--- src/rtl/cpu_pkg.sv ---
// cpu_pkg: state encodings, opcodes, ALU functions and widths for the control unit.
// Optional CPU_SINGLE_STEP_EN adds the WAIT state.
package cpu_pkg;
    localparam int DADDR_W = 8;
    localparam int RADDR_W = 4;
    localparam int OP_W    = 4;
    localparam int ALU_W   = 3;

    typedef enum logic [3:0] {
        S_INIT   = 4'd0,
        S_FETCH  = 4'd1,
        S_DECODE = 4'd2,
        S_NOOP   = 4'd3,
        S_LOAD_A = 4'd4,
        S_LOAD_B = 4'd5,
        S_STORE  = 4'd6,
        S_ADD    = 4'd7,
        S_SUB    = 4'd8,
        S_HALT   = 4'd9
`ifdef CPU_SINGLE_STEP_EN
        , S_WAIT = 4'd10
`endif
    } state_t;

    localparam logic [OP_W-1:0] OP_NOOP  = 4'd0;
    localparam logic [OP_W-1:0] OP_STORE = 4'd1;
    localparam logic [OP_W-1:0] OP_LOAD  = 4'd2;
    localparam logic [OP_W-1:0] OP_ADD   = 4'd3;
    localparam logic [OP_W-1:0] OP_SUB   = 4'd4;
    localparam logic [OP_W-1:0] OP_HALT  = 4'd5;

    localparam logic [ALU_W-1:0] ALU_PASS = 3'b000;
    localparam logic [ALU_W-1:0] ALU_ADD  = 3'b001;
    localparam logic [ALU_W-1:0] ALU_SUB  = 3'b010;
endpackage

--- src/rtl/cpu_state_reg.sv ---
// cpu_state_reg: async-reset state register; with CPU_SINGLE_STEP_EN also the previous-Step flop.
module cpu_state_reg
    import cpu_pkg::*;
(
    input  logic   clk_i,
    input  logic   rst_ni,
`ifdef CPU_SINGLE_STEP_EN
    input  logic   step_i,
    output logic   step_q_o,
`endif
    input  state_t state_d_i,
    output state_t state_q_o
);
    state_t state_q;

    always_ff @(posedge clk_i or negedge rst_ni) begin
        if (!rst_ni) state_q <= S_INIT;
        else         state_q <= state_d_i;
    end

    assign state_q_o = state_q;

`ifdef CPU_SINGLE_STEP_EN
    logic step_q;

    always_ff @(posedge clk_i or negedge rst_ni) begin
        if (!rst_ni) step_q <= 1'b0;
        else         step_q <= step_i;
    end

    assign step_q_o = step_q;
`endif
endmodule

--- src/rtl/cpu_control_unit.sv ---
// cpu_control_unit: Moore FSM sequencing fetch/decode/execute for the 16-bit datapath.
// Optional CPU_SINGLE_STEP_EN gates each FETCH behind a rising edge of Step.
module cpu_control_unit
    import cpu_pkg::*;
(
    input  logic               Clk,
    input  logic               ResetN,
`ifdef CPU_SINGLE_STEP_EN
    input  logic               Step,
`endif
    input  logic [15:0]        IR,
    output logic               PC_clr,
    output logic               PC_up,
    output logic               IR_ld,
    output logic [DADDR_W-1:0] D_addr,
    output logic               D_wr,
    output logic               RF_s,
    output logic [RADDR_W-1:0] RF_W_addr,
    output logic               RF_W_en,
    output logic [RADDR_W-1:0] RF_Ra_addr,
    output logic [RADDR_W-1:0] RF_Rb_addr,
    output logic [ALU_W-1:0]   Alu_s0,
    output logic [3:0]         State,
    output logic               Halted
);
    state_t          state_q, state_d, go_s;
    logic [OP_W-1:0] op;
    logic            ld, st, ar;

    assign op = IR[15:12];

`ifdef CPU_SINGLE_STEP_EN
    logic step_q;
    assign go_s = S_WAIT;
`else
    assign go_s = S_FETCH;
`endif

    cpu_state_reg u_state_reg (
        .clk_i     (Clk),
        .rst_ni    (ResetN),
`ifdef CPU_SINGLE_STEP_EN
        .step_i    (Step),
        .step_q_o  (step_q),
`endif
        .state_d_i (state_d),
        .state_q_o (state_q)
    );

    always_comb begin
        state_d = state_q;
        case (state_q)
            S_INIT, S_NOOP, S_LOAD_B, S_STORE, S_ADD, S_SUB: state_d = go_s;
            S_FETCH:  state_d = S_DECODE;
            S_DECODE: state_d = op == OP_NOOP  ? S_NOOP   :
                                op == OP_STORE ? S_STORE  :
                                op == OP_LOAD  ? S_LOAD_A :
                                op == OP_ADD   ? S_ADD    :
                                op == OP_SUB   ? S_SUB    :
                                op == OP_HALT  ? S_HALT   : S_NOOP;
            S_LOAD_A: state_d = S_LOAD_B;
            S_HALT:   state_d = S_HALT;
`ifdef CPU_SINGLE_STEP_EN
            S_WAIT:   state_d = (Step && !step_q) ? S_FETCH : S_WAIT;
`endif
            default:  state_d = S_INIT;
        endcase
    end

    assign ld = state_q == S_LOAD_A || state_q == S_LOAD_B;
    assign st = state_q == S_STORE;
    assign ar = state_q == S_ADD || state_q == S_SUB;

    // INIT is also the reset state, so the PC clear is held off until ResetN releases
    assign PC_clr     = ResetN && state_q == S_INIT;
    assign PC_up      = state_q == S_FETCH;
    assign IR_ld      = state_q == S_FETCH;
    assign D_addr     = (ld || st) ? IR[4 +: DADDR_W] : '0;
    assign D_wr       = st;
    assign RF_s       = ld;
    assign RF_W_en    = state_q == S_LOAD_B || ar;
    assign RF_W_addr  = RF_W_en ? IR[3:0] : '0;
    assign RF_Ra_addr = st ? IR[3:0] : ar ? IR[11:8] : '0;
    assign RF_Rb_addr = ar ? IR[7:4] : '0;
    assign Alu_s0     = state_q == S_ADD ? ALU_ADD : state_q == S_SUB ? ALU_SUB : ALU_PASS;
    assign State      = state_q;
    assign Halted     = state_q == S_HALT;
endmodule

--- config.mk ---
export PLATFORM = sky130hd
export DESIGN_NAME = cpu_control_unit
export DESIGN_NICKNAME = d
export VERILOG_FILES = /design/src/rtl/cpu_pkg.sv /design/src/rtl/cpu_state_reg.sv /design/src/rtl/cpu_control_unit.sv
export SDC_FILE = /design/constraint.sdc
export NUM_CORES = 1
export LEC_CHECK = 0
export ABC_AREA = 1
export CAP_MARGIN = 5
export CORE_MARGIN = 2
export CORE_UTILIZATION = 28
export DETAILED_ROUTE_END_ITERATION = 16
export GPL_TIMING_DRIVEN = 0
export PLACE_DENSITY_LB_ADDON = 0.2
export SLEW_MARGIN = 20
export SYNTH_ARGS = -nofsm -noshare
export SYNTH_HDL_FRONTEND = slang
export SYNTH_SLANG_ARGS = --single-unit
--- constraint.sdc ---
create_clock -name Clk -period 1.56 [get_ports Clk]
set_input_delay 0.312 -clock Clk [delete_from_list [all_inputs] [get_ports Clk]]
set_output_delay 0.312 -clock Clk [all_outputs]
set_load 0.02 [all_outputs]
==> results of run 1 <==
## how the worst max path moves through the flow
stage / from / to / slack [ns]
floorplan: u_state_reg.state_q_o[3] / D_addr[0] / -0.05
global placement: u_state_reg.state_q_o[1] / RF_Rb_addr[2] / -0.46
detailed placement: u_state_reg.state_q_o[1] / RF_Rb_addr[3] / -0.48
CTS: u_state_reg.state_q_o[0] / D_addr[6] / -0.22
global route: u_state_reg.state_q_o[0] / RF_Rb_addr[0] / -0.27
finish: u_state_reg.state_q_o[1] / RF_W_addr[1] / -0.21
## metal layers
layer	vias up	track usage (%)	part of all wire, %
met5	-	0	0
met2	37	34.44	55
met1	402	22.48	35
li1	438	-	-
met4	0	8.333	2.3
met3	6	3.077	7.3
## area by class of cell
type	instances	area, um^2
inverters	22	87.58
fillers	115	339.1
flip-flops and latches	4	105.1
multi-input cells	68	469.2
plain buffers	3	26.28
repair buffers	69	645.6
clock buffers	3	22.52
well taps	25	31.28
## stage by stage
stage	TNS [ns]	setup WS (ns)	utilization, %
floorplan	-0.5534	-0.04884	-
global placement	-11.23	-0.4585	63.12
detailed placement	-11.46	-0.4778	63.12
CTS	-4.556	-0.2196	71.52
global route	-5.876	-0.2686	80.36
finish	-3.901	-0.2111	80.36
## cell families after synthesis
kind of cell | Yosys count | share of synthesized area (%)
compound gates | 11 | 12.71
buf+inv | 25 | 20.05
flops | 4 | 19.56
other cells | 1 | 0.7328
simple gates | 56 | 46.94
## power groups by stage
stage / combinational (mW) / clock, mW / sequential [mW]
after floorplan: 0.361 / 0 / 0.231
after global placement: 0.709 / 0 / 0.200
after detailed placement: 0.713 / 0 / 0.201
after CTS: 0.814 / 0.132 / 0.196
after global routing: 1.07 / 0.136 / 0.239
final: 1.00 / 0.126 / 0.229
## cell usage after synthesis
| master | number |
|---|---|
| nor2_4 | 2 |
| nand2_1 | 28 |
| inv_1 | 22 |
| nand4_1 | 1 |
| a21boi_0 | 4 |
| nor2_1 | 15 |
| buf_2 | 1 |
| buf_4 | 2 |
| a21oi_1 | 4 |
| nand3_1 | 10 |
| o21ai_0 | 2 |
| o21ai_1 | 1 |
| conb_1 | 1 |
| dfrtp_1 | 4 |
## timing repair
action                     in CTS  in global routing
gates resized for setup       146                 57
pin swaps                       2                 10
setup buffers                  12                  9
cloned                          0                  1
hold buffers                    0                  0
setup endpoints to repair      32                 29
==> out/results.md, run 1 <==
| Group | Metric | This run |
| --- | --- | --- |
| hold path | Hold WC Path Type | primary input to async pin |
| clock network | Source-to-sink clock delay at the later pin of the worst-skew pair | 0.23 ns |
| worst setup path | CP max stage cell | dfrtp_2 |
| cells and area | Design area | 0.001388 mm^2 |
| worst setup path | Delay contributed by the slowest stage of the critical path | 0.48 ns |
| worst setup path | Launch instance of the worst register-to-register path | u_state_reg.state_q_o[0] |
| clock network | Clock tree from TritonCTS | built |
| worst setup path | Cells traversed along the worst timing path | nor2_4, nand3_4, buf_6, a21boi_2, buf_4 |
| synthesis | Count of warnings emitted by yosys | 0 |
| place | Total placed cells including tap cells | 172 |
| synthesis | Post-synthesis instance area | 511.7 um^2 |
| global route | Pin count of the biggest net entering global routing | 11 |
| worst setup path | Startpoint-to-endpoint class of the critical path | flop to primary output |
| run status | Violated checks | setup timing |
| pwr | Switching Fraction | 47.85% |
| synthesis | Share of the synthesized area in the top cell type | 20.54% |
| clock network | Number of sinks handled by clock tree synthesis | 4 |
| timing | Number of failing setup endpoints in the final timing report | 28 |
| clock network | CTS root buffer | clkbuf_4 |
| cells and area | Commonest cells after routing, fill and taps aside | buf_4, nand2_1, buf_6 |
| floorplan | Starting density of the core | 29.64% |
| timing | Unrepaired setup endpoints after global routing | true |
| cells and area | Area growth from synthesis to layout | 171.1% |
| worst setup path | Required time of the worst setup path | 1.25 ns |
| synthesis | Synthesized instance count | 97 |
| clock network | Total CTS buffers | 3 |
| pwr | Overall power | 1.355 mW |
| global route | Initial antenna violation count | 0 |
| synthesis | Average cell area after synthesis | 5.276 um^2 |
| place | Final estimated routing congestion in global placement | 0.7825 |
| synthesis | Number of distinct standard cells referenced by the synthesized netlist | 14 |
| timing | Largest clock skew in the final design | 0.0005508 ns |
| drt | Count of routing violations after the opening detailed-route iteration | 8 |
| floorplan | Io pins | 52 |
| worst setup path | Worst Setup End Kind | primary output |
| drt | Number of nets still failing antenna checks after routing | 0 |
| drt | Routed wire length | 2.381 mm |
| floorplan | Y dimension of the die | 46.75 um |
| flow run | Max-capacitance violation count | 0 |
| cells and area | Most common cell after layout, fill and taps aside | buf_4 |
| timing | WHS | 0.03840 ns |
| drt | Vias post-DR | 883 |
| floorplan | Std-Cell Rows | 15 |
| synthesis | Largest cells by area after synthesis | nand2_1, dfrtp_1, inv_1, nor2_1, nand3_1 |
| drt | DRC | 0 |
| pwr | Clock Power Share | 9.3% |
| pwr | Static power due to leakage | 0.7260 nW |
| timing | Final worst path period share | 113.5% |
| cells and area | Flip-flop count of the largest register after layout | 4 |
| pwr | Combinational cell fraction of total power | 73.8% |
| worst setup path | Reg-to-Reg End | u_state_reg.state_q_o[2] |
| cells and area | Filler-free cell count of the finished design | 194 |
| clock network | CTS Buffer Depth | 2 |
| pwr | Sequential power share | 16.9% |
| global route | Global-route congestion overflow total | 0 |
| synthesis | Post-synthesis net count | 115 |
| pwr | Net switching power figure | 648.3 uW |
| global route | Wire length of the first global-routing pass | 3.015 mm |
| worst setup path | Sum of buffers and inverters on the critical path | 2 |
| drt | Number of iterations in the first detailed-routing pass | 4 |
| floorplan | Area of the core region | 0.001727 mm^2 |
| timing | Number of slew-limit violations in the final report | 0 |
| drt | Avg WL per Cell | 12.27 um |
| worst setup path | Cell depth of the worst setup path | 5 |
| synthesis | Synth area leader | nand2_1 |
| clock network | Number of H-tree levels | 1 |
| place | Port-buffer cells | 50 |
| synthesis | Number of storage elements in the synthesis netlist | 4 |
| pwr | Power density over the cells | 976.6 mW/mm^2 |
| floorplan | Die area | 0.002186 mm^2 |
| timing | Maximum clock frequency | 564.6 MHz |
| worst setup path | Flop2flop setup slack | 0.18 ns |
| global route | Total global routing track utilization | 19.18% |
| timing | Setup ws final | -0.2111 ns |
| run status | Outcome | finished with violations |
| drt | Per-cell via count in the routed design | 4.552 |
| worst setup path | Length in cells of the worst reg-to-reg path | 7 |
| synthesis | Share of synthesized area occupied by flip-flops and latches | 19.56% |
| place | Dpl hpwl | 1.438 mm |
| pwr | Internal Pwr Total | 706.7 uW |
| worst setup path | Kind of cell adding the most delay to the critical path | flip-flops |
| cells and area | Number of nets at the end of the flow | 189 |
| clock network | Clock transition at the registers of the reported paths | 0.03 ns |
| timing | Clock period minus final worst setup slack | 1.771 ns |
| worst setup path | Critical Path Source Type | flop |
| cells and area | Fraction of layout cells with a size suffix above 1 | 54.44% |
| global route | Via count of the first global-routing pass | 693 |
| cells and area | Final antenna diode count | 0 |
| timing | Fin. Hold Viols | 0 |
| pwr | Maximum VDD drop | 839.7 uV |
| worst setup path | Arrival time of data at the critical path endpoint | 1.46 ns |
| place | Area post-placement | 0.001090 mm^2 |
| worst setup path | Max FO, Critical Path | 8 |
| floorplan | DIE WIDTH | 46.75 um |
No activity file was read; power rests on OpenSTA's default activity.
==> run 2: changes to the inputs <==
--- a/config.mk
+++ b/config.mk
@@ -7,7 +7,7 @@
 export LEC_CHECK = 0
 export ABC_AREA = 1
 export CAP_MARGIN = 5
-export CORE_MARGIN = 2
+export CORE_MARGIN = 4
 export CORE_UTILIZATION = 28
 export DETAILED_ROUTE_END_ITERATION = 16
 export GPL_TIMING_DRIVEN = 0
==> out/results.md, run 2 (synthesis gave the netlist of run 1 again) <==
| Group | Metric | This run | Change |
| --- | --- | --- | --- |
| pwr | Sequential power share | 15.0% | -1.9 points |
| cells and area | Flip-flop count of the largest register after layout | 4 | unchanged |
| run status | Outcome | finished with violations |  |
| clock network | Hold buffer count at CTS | 0 | unchanged |
| cells and area | Final antenna diode count | 0 | unchanged |
| worst setup path | Delay contributed by the slowest stage of the critical path | 0.45 ns | -0.03 ns |
| worst setup path | Arrival time of data at the critical path endpoint | 1.45 ns | about the same |
| cells and area | Area growth from synthesis to layout | 178.7% |  |
| hold path | Hold WC Path Type | primary input to async pin |  |
| worst setup path | CP max stage cell | dfrtp_2 |  |
| worst setup path | Max FO, Critical Path | 4 | -4 |
| pwr | Power density over the cells | 1040 mW/mm^2 | +6.5% |
| floorplan | Y dimension of the die | 50.75 um | +8.6% |
| worst setup path | Startpoint-to-endpoint class of the critical path | flop to primary output |  |
| cells and area | Sequential cell area | 105.1 um^2 | unchanged |
| floorplan | Io pins | 52 | unchanged |
| worst setup path | Critical Path Source Type | flop |  |
| flow run | Max-capacitance violation count | 0 | unchanged |
| clock network | Total CTS buffers | 3 | unchanged |
| timing | Final worst path period share | 112.7% | -0.83 points |
| pwr | Combinational cell fraction of total power | 76.2% | +2.4 points |
| timing | Fin. Hold Viols | 0 | unchanged |
| place | Dpl hpwl | 1.588 mm | +10% |
| cells and area | Most common cell after layout, fill and taps aside | buf_6 |  |
| timing | Largest clock skew in the final design | 0.0004653 ns | -0.00008557 ns |
| global route | Global-route congestion overflow total | 0 | unchanged |
| clock network | Clock tree from TritonCTS | built |  |
| floorplan | Starting density of the core | 29.64% | unchanged |
| drt | DRC | 0 | unchanged |
| pwr | Static power due to leakage | 0.7335 nW | +1.0% |
| drt | Avg WL per Cell | 13.80 um | +12% |
| worst setup path | Launch instance of the worst register-to-register path | u_state_reg.state_q_o[0] |  |
| pwr | Maximum VDD drop | 1207 uV | +44% |
| timing | Unrepaired setup endpoints after global routing | true |  |
| cells and area | Number of nets at the end of the flow | 191 | +1.1% |
| worst setup path | Worst Setup End Kind | primary output |  |
| clock network | Number of H-tree levels | 1 | unchanged |
| worst setup path | Required time of the worst setup path | 1.25 ns | about the same |
| place | Port-buffer cells | 50 | unchanged |
| clock network | CTS root buffer | clkbuf_4 |  |
| worst setup path | Worst setup startpoint | u_state_reg.state_q_o[0] |  |
| global route | Total global routing track utilization | 18.61% | -0.57 points |
| drt | Number of nets still failing antenna checks after routing | 0 | unchanged |
| timing | Number of slew-limit violations in the final report | 0 | unchanged |
| worst setup path | Kind of cell adding the most delay to the critical path | buffers and inverters |  |
| pwr | Clock Power Share | 8.7% | -0.6 points |
| floorplan | Std-Cell Rows | 15 | unchanged |
| global route | Pin count of the biggest net entering global routing | 11 | unchanged |
| pwr | Overall power | 1.483 mW | +9.5% |
| clock network | Clock transition at the registers of the reported paths | 0.04 ns | about the same |
| clock network | CTS Buffer Depth | 2 | unchanged |
| drt | Routed wire length | 2.704 mm | +14% |
| timing | Setup ws final | -0.1982 ns | +0.01295 ns |
| timing | Clock period minus final worst setup slack | 1.758 ns | -0.01295 ns |
| floorplan | DIE WIDTH | 50.75 um | +8.6% |
| cells and area | Area of combinational cells with multiple inputs | 470.5 um^2 | +0.27% |
| clock network | Number of sinks handled by clock tree synthesis | 4 | unchanged |
| drt | Number of iterations in the first detailed-routing pass | 4 | unchanged |
| pwr | Internal Pwr Total | 795.2 uW | +13% |
| cells and area | Filler cells | 112 | -2.6% |
| drt | Per-cell via count in the routed design | 4.577 | +0.55% |
| drt | Count of routing violations after the opening detailed-route iteration | 13 | +5 |
| worst setup path | Cells traversed along the worst timing path | inv_2, nand2_4, nor2_4, buf_6, nor2_4, buf_6, nor2_4, buf_6 |  |
| clock network | Source-to-sink clock delay at the later pin of the worst-skew pair | 0.24 ns | about the same |
| cells and area | Commonest cells after routing, fill and taps aside | buf_6, buf_4, nand2_1 |  |
| floorplan | Area of the core region | 0.001727 mm^2 | unchanged |
| global route | Wire length of the first global-routing pass | 3.684 mm | +22% |
| cells and area | Fraction of layout cells with a size suffix above 1 | 55.56% | +1.1 points |
| timing | Number of failing setup endpoints in the final timing report | 26 | -7.1% |
| timing | Maximum clock frequency | 568.8 MHz | +0.74% |
| drt | Vias post-DR | 897 | +1.6% |
| global route | Via count of the first global-routing pass | 839 | +21% |
| global route | Initial antenna violation count | 0 | unchanged |
| place | Post-Place Setup Slack | -0.5056 ns | -0.02773 ns |
| worst setup path | Sum of buffers and inverters on the critical path | 4 | +2 |
| floorplan | Die area | 0.002576 mm^2 | +18% |
| place | Final estimated routing congestion in global placement | 0.7775 | -0.64% |
| pwr | Net switching power figure | 688.0 uW | +6.1% |
| pwr | Switching Fraction | 46.39% | -1.5 points |
| run status | Violated checks | setup timing |  |
## run 2: cell count changes in the layout (fill, tap and decap cells not counted), sizes merged
cell         change
dlygate4sd2      -1
clkbuf           -1
buf              +4
## run 2: worst paths after layout
kind,end,slack [ns],depth (start not counted)
max,D_addr[7],-0.20,8
min,u_state_reg.state_q_o[3],0.03,1
max reg2reg,u_state_reg.state_q_o[2],0.19,7
min reg2reg,u_state_reg.state_q_o[0],0.71,3
max in group asynchronous,u_state_reg.state_q_o[1],1.32,1
min in group Clk,u_state_reg.state_q_o[0],0.71,3
## run 2: final cells by class
cell class	instances	area share [%]
repair buffers	71	48.07
multi-input cells	68	32.98
flip-flops and latches	4	7.368
inverters	22	5.965
well taps	25	2.193
plain buffers	3	1.842
clock buffers	3	1.579
## run 2: worst reg2reg max path, delay by kind of cell (launching register included)
kind | cells | cell delay, ns
buf+inv | 3 | 0.35
flops | 1 | 0.45
simple gates | 3 | 0.38
compound gates | 1 | 0.10
## run 2: power groups by stage
| stage | combinational (mW) | sequential [mW] | clock, mW |
|---|---|---|---|
| 3_5_place_dp | 0.720 | 0.200 | 0 |
| 3_3_place_gp | 0.711 | 0.199 | 0 |
| 5_1_grt | 1.19 | 0.232 | 0.142 |
| 4_1_cts | 0.929 | 0.190 | 0.139 |
| 2_1_floorplan | 0.361 | 0.231 | 0 |
| 6_report | 1.13 | 0.223 | 0.130 |
## run 2: metal layers
| metal | part of all wire, % | GRT usage [%] |
|---|---|---|
| met5 | 0 | 0 |
| met4 | 1.6 | 9.417 |
| met3 | 8.0 | 2.374 |
| met2 | 52 | 33.70 |
| met1 | 39 | 21.03 |
## run 2: per-stage QoR
step / cells / setup TNS, ns / cell area (um^2) / util [%] / hold WS (ns)
floorplan: 97 / -0.5534 / 558.0 / - / 0.01641
global placement: 172 / -11.56 / 1090 / 63.12 / 0.5385
detailed placement: 172 / -12.13 / 1090 / 63.12 / 0.5421
CTS: 189 / -2.948 / 1295 / 75.00 / 0.01697
global route: 196 / -5.152 / 1426 / 82.61 / 0.03089
finish: 196 / -3.527 / 1426 / 82.61 / 0.03121
## run 2: what timing repair did
item,in CTS,in global routing
pin swaps,2,8
setup buffers,14,7
gates cloned,0,0
resized for setup,195,22
setup endpoints to repair,32,28
==> run 3: changes to the inputs <==
--- a/config.mk
+++ b/config.mk
@@ -5,10 +5,9 @@
 export SDC_FILE = /design/constraint.sdc
 export NUM_CORES = 1
 export LEC_CHECK = 0
-export ABC_AREA = 1
 export CAP_MARGIN = 5
 export CORE_MARGIN = 4
-export CORE_UTILIZATION = 28
+export CORE_UTILIZATION = 29
 export DETAILED_ROUTE_END_ITERATION = 16
 export GPL_TIMING_DRIVEN = 0
 export PLACE_DENSITY_LB_ADDON = 0.2
==> out/results.md, run 3 <==
| Group | Metric | This run | Change |
| --- | --- | --- | --- |
| run status | Outcome | finished with violations |  |
| run status | Violated checks | setup timing |  |
| worst setup path | Max FO, Critical Path | 8 | +4 |
| synthesis | Most common flop cell mapped by yosys | dfrtp_1 |  |
| clock network | Hold buffer count at CTS | 0 | unchanged |
| pwr | Combinational cell fraction of total power | 78.4% | +2.2 points |
| cells and area | Design area | 0.001468 mm^2 | +2.9% |
| drt | Number of iterations in the first detailed-routing pass | 4 | unchanged |
| worst setup path | Startpoint-to-endpoint class of the critical path | flop to primary output |  |
| floorplan | Io pins | 52 | unchanged |
| timing | WHS | 0.2865 ns | +0.2553 ns |
| clock network | Source-to-sink clock delay at the later pin of the worst-skew pair | 0.25 ns | about the same |
| global route | Pin count of the biggest net entering global routing | 11 | unchanged |
| clock network | Number of H-tree levels | 1 | unchanged |
| floorplan | Area of the core region | 0.001745 mm^2 | +1.1% |
| synthesis | Average cell area after synthesis | 7.857 um^2 | +49% |
| worst setup path | Arrival time of data at the critical path endpoint | 1.80 ns | +0.35 ns |
| pwr | Power density over the cells | 1017 mW/mm^2 | -2.2% |
| drt | DRC | 0 | unchanged |
| global route | Initial antenna violation count | 0 | unchanged |
| pwr | Internal Pwr Total | 839.4 uW | +5.5% |
| timing | Fin. Hold Viols | 0 | unchanged |
| timing | Number of failing setup endpoints in the final timing report | 30 | +15% |
| worst setup path | Reg-to-Reg End | u_state_reg.state_q_o[2] |  |
| cells and area | Commonest cells after routing, fill and taps aside | buf_6, buf_4, clkdlybuf4s50_1 |  |
| pwr | Sequential power share | 12.0% | -3.0 points |
| synthesis | Synth async-reset ratio | 100.0% | unchanged |
| clock network | Clock tree from TritonCTS | built |  |
| floorplan | Die area | 0.002593 mm^2 | +0.67% |
| drt | Per-cell via count in the routed design | 4.921 | +7.5% |
| place | Dpl hpwl | 1.521 mm | -4.2% |
| floorplan | DIE WIDTH | 50.92 um | +0.33% |
| floorplan | Std-Cell Rows | 15 | unchanged |
| worst setup path | Required time of the worst setup path | 1.25 ns | about the same |
| hold path | Hold WC Path Type | primary input to async pin |  |
| synthesis | Largest cells by area after synthesis | and2_1, dfrtp_1, a22o_1, buf_4, nand2b_1 |  |
| drt | Vias post-DR | 812 | -9.5% |
| cells and area | Filler cells | 106 | -5.4% |
| place | Final estimated routing congestion in global placement | 0.7539 | -3.0% |
| timing | Final worst path period share | 135.4% | +23 points |
| synthesis | Synth area leader | and2_1 |  |
| pwr | Maximum VDD drop | 1228 uV | +1.8% |
| place | Port-buffer cells | 50 | unchanged |
| timing | Number of slew-limit violations in the final report | 0 | unchanged |
| cells and area | Most common cell after layout, fill and taps aside | buf_6 |  |
| synthesis | Top-count cell post-synth | and2_1 |  |
| timing | Largest clock skew in the final design | 0.007898 ns | +0.007433 ns |
| global route | Wire length of the first global-routing pass | 3.684 mm | unchanged |
| synthesis | Post-synthesis instance area | 534.3 um^2 | +4.4% |
| global route | Via count of the first global-routing pass | 744 | -11% |
| synthesis | Post-synth top cells | and2_1, nor2_1, a22o_1, dfrtp_1 |  |
| synthesis | Share of synthesized area occupied by flip-flops and latches | 18.74% | -0.82 points |
| drt | Avg WL per Cell | 16.50 um | +20% |
| synthesis | Count of flip-flops with a built-in enable after synthesis | 0 | unchanged |
| cells and area | Fraction of layout cells with a size suffix above 1 | 67.86% | +12 points |
| synthesis | Number of distinct standard cells referenced by the synthesized netlist | 29 | +15 |
| floorplan | Y dimension of the die | 50.92 um | +0.33% |
| timing | Maximum clock frequency | 473.6 MHz | -17% |
| pwr | Net switching power figure | 652.7 uW | -5.1% |
| timing | Clock period minus final worst setup slack | 2.112 ns | +0.3535 ns |
| place | Area post-placement | 0.001147 mm^2 | +5.3% |
| clock network | CTS Buffer Depth | 2 | unchanged |
| clock network | Number of sinks handled by clock tree synthesis | 4 | unchanged |
| cells and area | Number of nets at the end of the flow | 160 | -16% |
| drt | Count of routing violations after the opening detailed-route iteration | 13 | unchanged |
| timing | Unrepaired setup endpoints after global routing | true |  |
| cells and area | Flip-flop count of the largest register after layout | 4 | unchanged |
| pwr | Switching Fraction | 43.74% | -2.6 points |
| synthesis | Number of storage elements in the synthesis netlist | 4 | unchanged |
| global route | Global-route congestion overflow total | 0 | unchanged |
| flow run | Max-capacitance violation count | 0 | unchanged |
| worst setup path | Flop2flop setup slack | -0.07 ns | -0.26 ns |
| timing | Setup ws final | -0.5517 ns | -0.3535 ns |
| pwr | Clock Power Share | 9.5% | +0.8 points |
| worst setup path | Length in cells of the worst reg-to-reg path | 7 | unchanged |
| drt | Number of nets still failing antenna checks after routing | 0 | unchanged |
| worst setup path | Critical Path Source Type | flop |  |
| clock network | Clock transition at the registers of the reported paths | 0.04 ns | about the same |
| floorplan | Starting density of the core | 30.61% | +0.97 points |
| cells and area | Area growth from synthesis to layout | 174.7% |  |
| clock network | CTS root buffer | clkbuf_4 |  |
| pwr | Static power due to leakage | 0.7214 nW | -1.7% |
| synthesis | Share of the synthesized area in the top cell type | 18.74% | -1.8 points |
| synthesis | Synthesized instance count | 68 | -30% |
| synthesis | Post-synthesis net count | 86 | -25% |
| cells and area | Final antenna diode count | 0 | unchanged |
| synthesis | Count of warnings emitted by yosys | 0 | unchanged |
| global route | Total global routing track utilization | 19.39% | +0.78 points |
| clock network | Total CTS buffers | 3 | unchanged |
| worst setup path | Worst Setup End Kind | primary output |  |
| place | Post-Place Setup Slack | -0.7817 ns | -0.2761 ns |
| worst setup path | Launch instance of the worst register-to-register path | u_state_reg.state_q_o[2] |  |
| drt | Routed wire length | 2.723 mm | +0.70% |
## run 3: power by group through the flow
stage	combinational (mW)	sequential, mW	clock (mW)
2_1_floorplan	0.450	0.200	0
3_3_place_gp	0.801	0.165	0
3_5_place_dp	0.805	0.166	0
4_1_cts	1.04	0.170	0.136
5_1_grt	1.23	0.182	0.154
6_report	1.17	0.180	0.142
## run 3: what timing repair did
item                       in CTS  in global routing
gates cloned                    0                  0
pin swaps                       4                 10
setup buffers                  13                  6
resized for setup             182                 22
setup endpoints to repair      30                 34
## run 3: per-layer routing
layer	GRT usage, %	part of all wire (%)	vias to the layer above
met2	36.48	55	44
li1	-	-	387
met5	0	0	-
met4	9.417	1.4	0
met3	2.915	7.2	5
met1	20.67	36	376
## run 3: cell families after synthesis
| logic type | synth area share, % |
|---|---|
| DFF | 18.74 |
| AOI/OAI and AO/OA | 20.37 |
| other | 0.7019 |
| xor gates and xnor gates | 1.640 |
| buffers and inverters | 9.602 |
| and+or+nand+nor | 48.95 |
## run 3: metrics by stage
stage	util (%)	TNS (ns)	cells	total power, mW
floorplan	-	-2.697	68	0.6508
global placement	65.73	-16.38	143	0.9658
detailed placement	65.73	-16.80	143	0.9706
CTS	76.92	-9.950	159	1.350
global route	84.09	-12.55	165	1.566
finish	84.09	-10.95	165	1.492
## run 3: cell type report
cell class / count / area (um^2) / share of cell area, %
Clock buffer: 3 / 22.52 / 1.535
Sequential cell: 4 / 102.6 / 6.991
Tap cell: 25 / 31.28 / 2.131
Inverter: 2 / 7.507 / 0.5115
Timing Repair Buffer: 69 / 689.4 / 46.97
Multi-Input combinational cell: 56 / 554.3 / 37.77
Buffer: 6 / 60.06 / 4.092
## run 3: how the worst max path moves through the flow
stage	depth (start not counted)	endpoint	from	slack, ns
floorplan	4	RF_W_addr[0]	u_state_reg.state_q_o[2]	-0.23
global placement	5	RF_Rb_addr[3]	u_state_reg.state_q_o[2]	-0.76
detailed placement	5	RF_Rb_addr[3]	u_state_reg.state_q_o[2]	-0.78
CTS	5	RF_Rb_addr[3]	u_state_reg.state_q_o[2]	-0.52
global route	5	RF_Rb_addr[1]	u_state_reg.state_q_o[2]	-0.60
finish	5	RF_Rb_addr[3]	u_state_reg.state_q_o[2]	-0.55
## run 3: critical path, cell delays in order (launching register included)
cell and delay (ns):
dfrtp_2 0.42, buf_6 0.12, or4b_4 0.53, o21ai_4 0.16, and2_4 0.21, buf_6 0.11
